$ cat src/rtl/rv32_pkg.sv
// Shared types and constants for the RV32 ALU decode stage.
// The illegal flag is carried in dec_beat_t only when RV32_DEC_ILLEGAL_EN is defined.
package rv32_pkg;

   typedef enum logic [3:0] {
      AluAdd   = 4'd0,
      AluSub   = 4'd1,
      AluAnd   = 4'd2,
      AluOr    = 4'd3,
      AluXor   = 4'd4,
      AluSlt   = 4'd5,
      AluSltu  = 4'd6,
      AluAddi  = 4'd7,
      AluRsvd  = 4'd8,
      AluAndi  = 4'd9,
      AluOri   = 4'd10,
      AluXori  = 4'd11,
      AluSlti  = 4'd12,
      AluSltiu = 4'd13,
      AluLui   = 4'd14,
      AluAuipc = 4'd15
   } alu_op_e;

   localparam logic [6:0] OPC_OP     = 7'b0110011;
   localparam logic [6:0] OPC_OP_IMM = 7'b0010011;
   localparam logic [6:0] OPC_LUI    = 7'b0110111;
   localparam logic [6:0] OPC_AUIPC  = 7'b0010111;

   localparam logic [6:0] F7_BASE = 7'b0000000;
   localparam logic [6:0] F7_SUB  = 7'b0100000;

   typedef struct packed {
      logic [31:0] instr;
      logic [31:0] pc;
      alu_op_e     alu_opsel;
      logic        enable;
      logic        rd_we;
`ifdef RV32_DEC_ILLEGAL_EN
      logic        illegal;
`endif
   } dec_beat_t;

endpackage

$ cat src/rtl/rv32_alu_opdec.sv
// Combinational decoder: instruction word to ALU op select, enable, rd write enable
// and illegal flag for the R-type / OP-IMM / LUI / AUIPC subset.
module rv32_alu_opdec
   import rv32_pkg::*;
(
   input  logic [31:0] i_instr,
   output alu_op_e     o_alu_opsel,
   output logic        o_enable,
   output logic        o_rd_we,
   output logic        o_illegal
);

   logic [6:0] w_opcode;
   logic [2:0] w_funct3;
   logic [6:0] w_funct7;
   logic [4:0] w_rd;
   alu_op_e    w_op;
   logic       w_legal;
   logic       w_unused;

   assign w_opcode = i_instr[6:0];
   assign w_funct3 = i_instr[14:12];
   assign w_funct7 = i_instr[31:25];
   assign w_rd     = i_instr[11:7];
   assign w_unused = ^i_instr[24:15];

   always_comb begin
      w_op    = AluAdd;
      w_legal = 1'b0;
      case (w_opcode)
         OPC_OP: begin
            if (w_funct7 == F7_BASE) begin
               w_legal = 1'b1;
               case (w_funct3)
                  3'b000:  w_op = AluAdd;
                  3'b111:  w_op = AluAnd;
                  3'b110:  w_op = AluOr;
                  3'b100:  w_op = AluXor;
                  3'b010:  w_op = AluSlt;
                  3'b011:  w_op = AluSltu;
                  default: w_legal = 1'b0;
               endcase
            end else if (w_funct7 == F7_SUB && w_funct3 == 3'b000) begin
               w_legal = 1'b1;
               w_op    = AluSub;
            end
         end
         OPC_OP_IMM: begin
            w_legal = 1'b1;
            case (w_funct3)
               3'b000:  w_op = AluAddi;
               3'b111:  w_op = AluAndi;
               3'b110:  w_op = AluOri;
               3'b100:  w_op = AluXori;
               3'b010:  w_op = AluSlti;
               3'b011:  w_op = AluSltiu;
               default: w_legal = 1'b0;  // shifts are not supported by this ALU
            endcase
         end
         OPC_LUI: begin
            w_legal = 1'b1;
            w_op    = AluLui;
         end
         OPC_AUIPC: begin
            w_legal = 1'b1;
            w_op    = AluAuipc;
         end
         default: ;
      endcase
   end

   assign o_alu_opsel = w_legal ? w_op : AluAdd;
   assign o_enable    = w_legal;
   assign o_rd_we     = w_legal & (|w_rd);
   assign o_illegal   = ~w_legal;

endmodule

$ cat src/rtl/rv32_alu_decode.sv
// Decode stage with a two-entry skid buffer between fetch and the RV32 ALU.
// RV32_DEC_ILLEGAL_EN forwards illegal words with o_illegal=1; otherwise they are dropped.
module rv32_alu_decode
   import rv32_pkg::*;
(
   input  logic        i_clk,
   input  logic        i_rst,
   input  logic        i_if_valid,
   output logic        o_if_ready,
   input  logic [31:0] i_if_instr,
   input  logic [31:0] i_if_pc,
   input  logic        i_flush,
   output logic        o_ex_valid,
   input  logic        i_ex_ready,
   output logic [31:0] o_code_bus,
   output logic [31:0] o_pc,
   output logic [3:0]  o_alu_opsel,
   output logic        o_enable,
   output logic [4:0]  o_rs1_addr,
   output logic [4:0]  o_rs2_addr,
   output logic [4:0]  o_rd_addr,
`ifdef RV32_DEC_ILLEGAL_EN
   output logic        o_illegal,
`endif
   output logic        o_rd_we
);

   typedef enum logic [1:0] {StEmpty, StOne, StTwo} state_e;

   state_e    r_state;
   dec_beat_t r_main;
   dec_beat_t r_skid;
   dec_beat_t w_beat;
   alu_op_e   w_opsel;
   logic      w_enable;
   logic      w_rd_we;
   logic      w_illegal;
   logic      w_accept;
   logic      w_load;

   rv32_alu_opdec u_opdec (
      .i_instr     (i_if_instr),
      .o_alu_opsel (w_opsel),
      .o_enable    (w_enable),
      .o_rd_we     (w_rd_we),
      .o_illegal   (w_illegal)
   );

   always_comb begin
      w_beat           = '0;
      w_beat.instr     = i_if_instr;
      w_beat.pc        = i_if_pc;
      w_beat.alu_opsel = w_opsel;
      w_beat.enable    = w_enable;
      w_beat.rd_we     = w_rd_we;
`ifdef RV32_DEC_ILLEGAL_EN
      w_beat.illegal   = w_illegal;
`endif
   end

   assign o_if_ready = (r_state != StTwo) & ~i_rst;
   assign w_accept   = i_if_valid & o_if_ready;
`ifdef RV32_DEC_ILLEGAL_EN
   assign w_load     = w_accept;
`else
   // Illegal words complete the handshake but never enter the buffer.
   assign w_load     = w_accept & ~w_illegal;
`endif

   always_ff @(posedge i_clk) begin
      if (i_rst) begin
         r_state <= StEmpty;
         r_main  <= '0;
         r_skid  <= '0;
      end else if (i_flush) begin
         r_state <= StEmpty;
      end else begin
         case (r_state)
            StEmpty: begin
               if (w_load) begin
                  r_main  <= w_beat;
                  r_state <= StOne;
               end
            end
            StOne: begin
               if (w_load && i_ex_ready) begin
                  r_main <= w_beat;
               end else if (w_load) begin
                  r_skid  <= w_beat;
                  r_state <= StTwo;
               end else if (i_ex_ready) begin
                  r_state <= StEmpty;
               end
            end
            StTwo: begin
               if (i_ex_ready) begin
                  r_main  <= r_skid;
                  r_state <= StOne;
               end
            end
            default: r_state <= StEmpty;
         endcase
      end
   end

   assign o_ex_valid  = (r_state != StEmpty);
   assign o_code_bus  = r_main.instr;
   assign o_pc        = r_main.pc;
   assign o_alu_opsel = r_main.alu_opsel;
   assign o_enable    = r_main.enable;
   assign o_rd_we     = r_main.rd_we;
   assign o_rs1_addr  = r_main.instr[19:15];
   assign o_rs2_addr  = r_main.instr[24:20];
   assign o_rd_addr   = r_main.instr[11:7];
`ifdef RV32_DEC_ILLEGAL_EN
   assign o_illegal   = r_main.illegal;
`endif

endmodule

$ cat config.mk
export PLATFORM = sky130hd
export DESIGN_NAME = rv32_alu_decode
export DESIGN_NICKNAME = d
export VERILOG_FILES = /design/src/rtl/rv32_pkg.sv /design/src/rtl/rv32_alu_opdec.sv /design/src/rtl/rv32_alu_decode.sv
export SDC_FILE = /design/constraint.sdc
export NUM_CORES = 1
export LEC_CHECK = 0
export CORE_MARGIN = 2
export CORE_UTILIZATION = 30
export DETAILED_ROUTE_END_ITERATION = 8
export PLACE_DENSITY = 0.58
export SYNTH_ARGS = -nofsm -noshare
export SYNTH_HDL_FRONTEND = slang
export SYNTH_SLANG_ARGS = --single-unit
$ cat constraint.sdc
create_clock -name i_clk -period 2.3 [get_ports i_clk]
set_clock_uncertainty 0.2 [all_clocks]
set_input_delay 0.345 -clock i_clk [delete_from_list [all_inputs] [get_ports i_clk]]
set_output_delay 0.345 -clock i_clk [all_outputs]
set_load 0.05 [all_outputs]
==> summary.txt <==
Outcome
  • Status: completed

Logic synthesis
  • Sequential element share of the synthesized area: 0.453
  • Synth top area cells: dfxtp_1 45%, nand2_1 16%, a311oi_1 9.6%
  • Synthesized flop and latch total: 142
  • Post-synthesis cell count: 784
  • Yosys top cell area share: 0.453
  • Synthesized cell area: 6280 um2
  • Syn_area_per_cell: 8.01 um2
  • Area leader, netlist: dfxtp_1
  • Ys Warns: 0
  • Synth unique cells: 45
  • Net Count, Synth: 853

Worst setup path
  • Family with the most delay on the worst path: buffers and inverters
  • Worst R2R End: o_code_bus[5]$_SDFFE_PP0P_
  • Worst Reg-to-Reg Cells: 6
  • CP max stage delay: 0.48 ns
  • Crit-path cells: clkdlybuf4s50_1 > and4bb_2 > nand4b_4 > o31ai_4 > buf_6 > and3_4 > buf_12 > a311oi_1
  • R2R Path Start: r_state[1]$_SDFFE_PP0P_
  • WP data required: 2.36 ns
  • Crit path kind: in -> reg
  • Worst setup EP type: flop
  • Register-to-register setup slack: 0.36 ns
  • Startpoint Class: primary input
  • Crit path buffers/inverters: 3
  • CP Depth: 8
  • Slowest stage cell, crit path: clkdlybuf4s50_1
  • CP Data Arrival Time: 2.33 ns
  • Crit Path Max Fanout: 14

Finish
  • Most frequent cells in the layout: 262 x nand2_1, 148 x clkdlybuf4s50_1, 141 x dfxtp_1
  • Layout cells sized above 1: 0.129
  • Fillers: 2016
  • Area occupied by multi-input gates: 2970 um2
  • Diode count: 0
  • Final instance area: 9060 um2
  • Nets@finish: 1003
  • Seq. cell area: 2840 um2
  • Syn-to-layout area delta: 44.4%
  • Commonest non-fill, non-tap cell in the layout: nand2_1

Clock network
  • Clock Latency Late Sink: 0.41 ns
  • CTS H-Tree Depth: 4
  • CTS buffer count: 17
  • CTS Sinks: 142
  • Clock transition at path regs: 0.06 ns
  • Longest Clk Path Bufs: 2
  • Hold buffers post-CTS: 0
  • CTS tree: yes
  • Root Driver: clkbuf_16

Routing
  • Initial drt markers: 400
  • Post-DR vias/cell: 5.11
  • Via count: 6203
  • Drt wl/cell: 16.7 um
  • Wirelength, routed: 20300 um
  • Post-DRT Antenna Nets: 0
  • DRC: 0
  • DRT Pass-1 Iters: 4

Floorplanning
  • Row count: 52
  • Die width: 149 um
  • Initial Util: 0.308
  • Chip height: 149 um
  • Die ar.: 22100 um2
  • Core ar.: 20400 um2
  • Ports: 156

STA
  • Final Critical Period: 2.26 ns
  • Final period utilization: 0.984
  • Slew @ Worst Pin: 0.636 ns
  • Fmax: 442 MHz
  • Hold violation total from the final report: 0
  • Slew headroom: 0.576
  • Final Setup Violations: 0
  • Max-slew violations: 0
  • Setup_tns: 0 ns

Hold path
  • Hold-critical path depth: 4
  • Hold EP: o_code_bus[6]$_SDFFE_PP0P_
  • HP Class: in -> reg
  • Hold Path Origin: i_if_instr[6]

Placed design
  • # port buffers: 155
  • Routability cong.: 0.824
  • DP Area: 8230 um2
  • DP HPWL: 12300 um

Power and ir drop
  • Leak Pwr: 3.06 nW
  • Pwr Total: 5.60 mW
  • Peak supply drop: 0.000482 V
  • Pwr/cell area: 618 nW/um2

Global routing
  • Global-route wire length before repair: 30600 um
  • Largest net degree at the start of global routing: 145
  • Initial antenna violation count: 0
  • Vias in the first global route: 5776
  • Global route overflow: 0
  • Overall routing resource usage: 0.174

Flow run
  • Max_cap viols: 0
==> worst register-to-register path: stages, from the launching register on <==
cell and delay [ns]:
dfxtp_2 0.45, clkinvlp_4 0.17, buf_4 0.18, nand3_4 0.11, and3_4 0.39, buf_12 0.20
a311oi_1 0.10
==> state kept, by name, indices dropped and copies added, names as in the netlist <==
register / flops
o_alu_opsel: 4
o_code_bus: 32
o_enable: 1
o_pc: 32
o_rd_we: 1
r_skid: 70
r_state: 2
==> Yosys cell counts, drive strengths merged <==
cell,count
and4bb,1
and2,1
buf,48
a31oi,68
or2,1
o21ai,3
and3,1
nor4,1
o2111ai,3
nand3,5
nor2b,5
nor3b,6
a22oi,1
nor3,2
a21oi,72
a2111oi,1
o31ai,1
o2111a,2
nand2,262
dfxtp,142
a21o,1
nor2,16
a211oi,3
a311oi,69
o22ai,2
mux2i,1
inv,4
nand4,2
nand2b,6
nor4b,1
o31a,1
nand3b,1
nand4b,1
clkbuf,45
o21a,1
and4b,1
clkinv,1
or4,1
xnor2,1
==> through the flow <==
stage          setup WS, ns  std cells  hold WS [ns]  utilization
2_1_floorplan         0.170        784         0.222            -
3_3_place_gp         -0.411       1172         0.238        0.404
3_5_place_dp         -0.444       1172         0.243        0.404
4_1_cts             0.00430       1202         0.252        0.433
5_1_grt            -0.00104       1215         0.171        0.445
6_report             0.0363       1215         0.166        0.445
==> final cells by class <==
cell class,instances,share of cell area
Multi-Input combinational cell,544,0.328
Sequential cell,142,0.314
Timing Repair Buffer,224,0.254
Clock buffer,20,0.0515
Tap cell,270,0.0373
Clock inverter,10,0.0127
Inverter,5,0.00249
==> cells by family (layout without fill, tap and decap cells) <==
group | Yosys count | count (layout) | synth area share
xor gates and xnor gates | 1 | 1 | 0.00140
buffers and inverters | 98 | 259 | 0.0843
muxes | 1 | 1 | 0.00159
AOI/OAI and AO/OA | 228 | 228 | 0.250
and+or+nand+nor | 314 | 314 | 0.209
DFF | 142 | 142 | 0.453
==> metal layers <==
layer / GRT usage / share of wire / up-vias
met5: 0 / 0 / -
met4: 0.0438 / 0.0061 / 0
met3: 0.0463 / 0.063 / 10
met2: 0.288 / 0.48 / 192
met1: 0.224 / 0.45 / 2926
li1: - / - / 3075
==> worst max-delay path by stage <==
| stage | from | endpoint | slack (ns) |
|---|---|---|---|
| finish | i_if_instr[1] | o_code_bus[5]$_SDFFE_PP0P_ | 0.04 |
| global route | i_if_instr[3] | r_skid[45]$_SDFFE_PP0P_ | -0.001 |
| CTS | i_if_instr[31] | o_pc[29]$_SDFFE_PP0P_ | 0.004 |
| detailed placement | i_if_instr[31] | o_pc[29]$_SDFFE_PP0P_ | -0.44 |
| global placement | i_if_instr[31] | o_pc[24]$_SDFFE_PP0P_ | -0.41 |
| floorplan | i_rst | o_if_ready | 0.17 |
==> report_power, final <==
| part | total [mW] | leakage (nW) | internal [mW] | switching (mW) |
|---|---|---|---|---|
| clock | 2.72 | 0.268 | 1.66 | 1.05 |
| sequential | 2.47 | 1.14 | 2.46 | 0.00252 |
| combinational | 0.419 | 1.65 | 0.194 | 0.225 |
| total | 5.60 | 3.06 | 4.32 | 1.28 |
==> timing repair <==
action	4_1_cts	5_1_grt
endpoints found under the setup margin	3	110
cloned	0	6
pin swaps	0	6
gates resized for setup	3	15
setup buffers	0	7
Note: power is estimated with default switching activity, not from simulation.
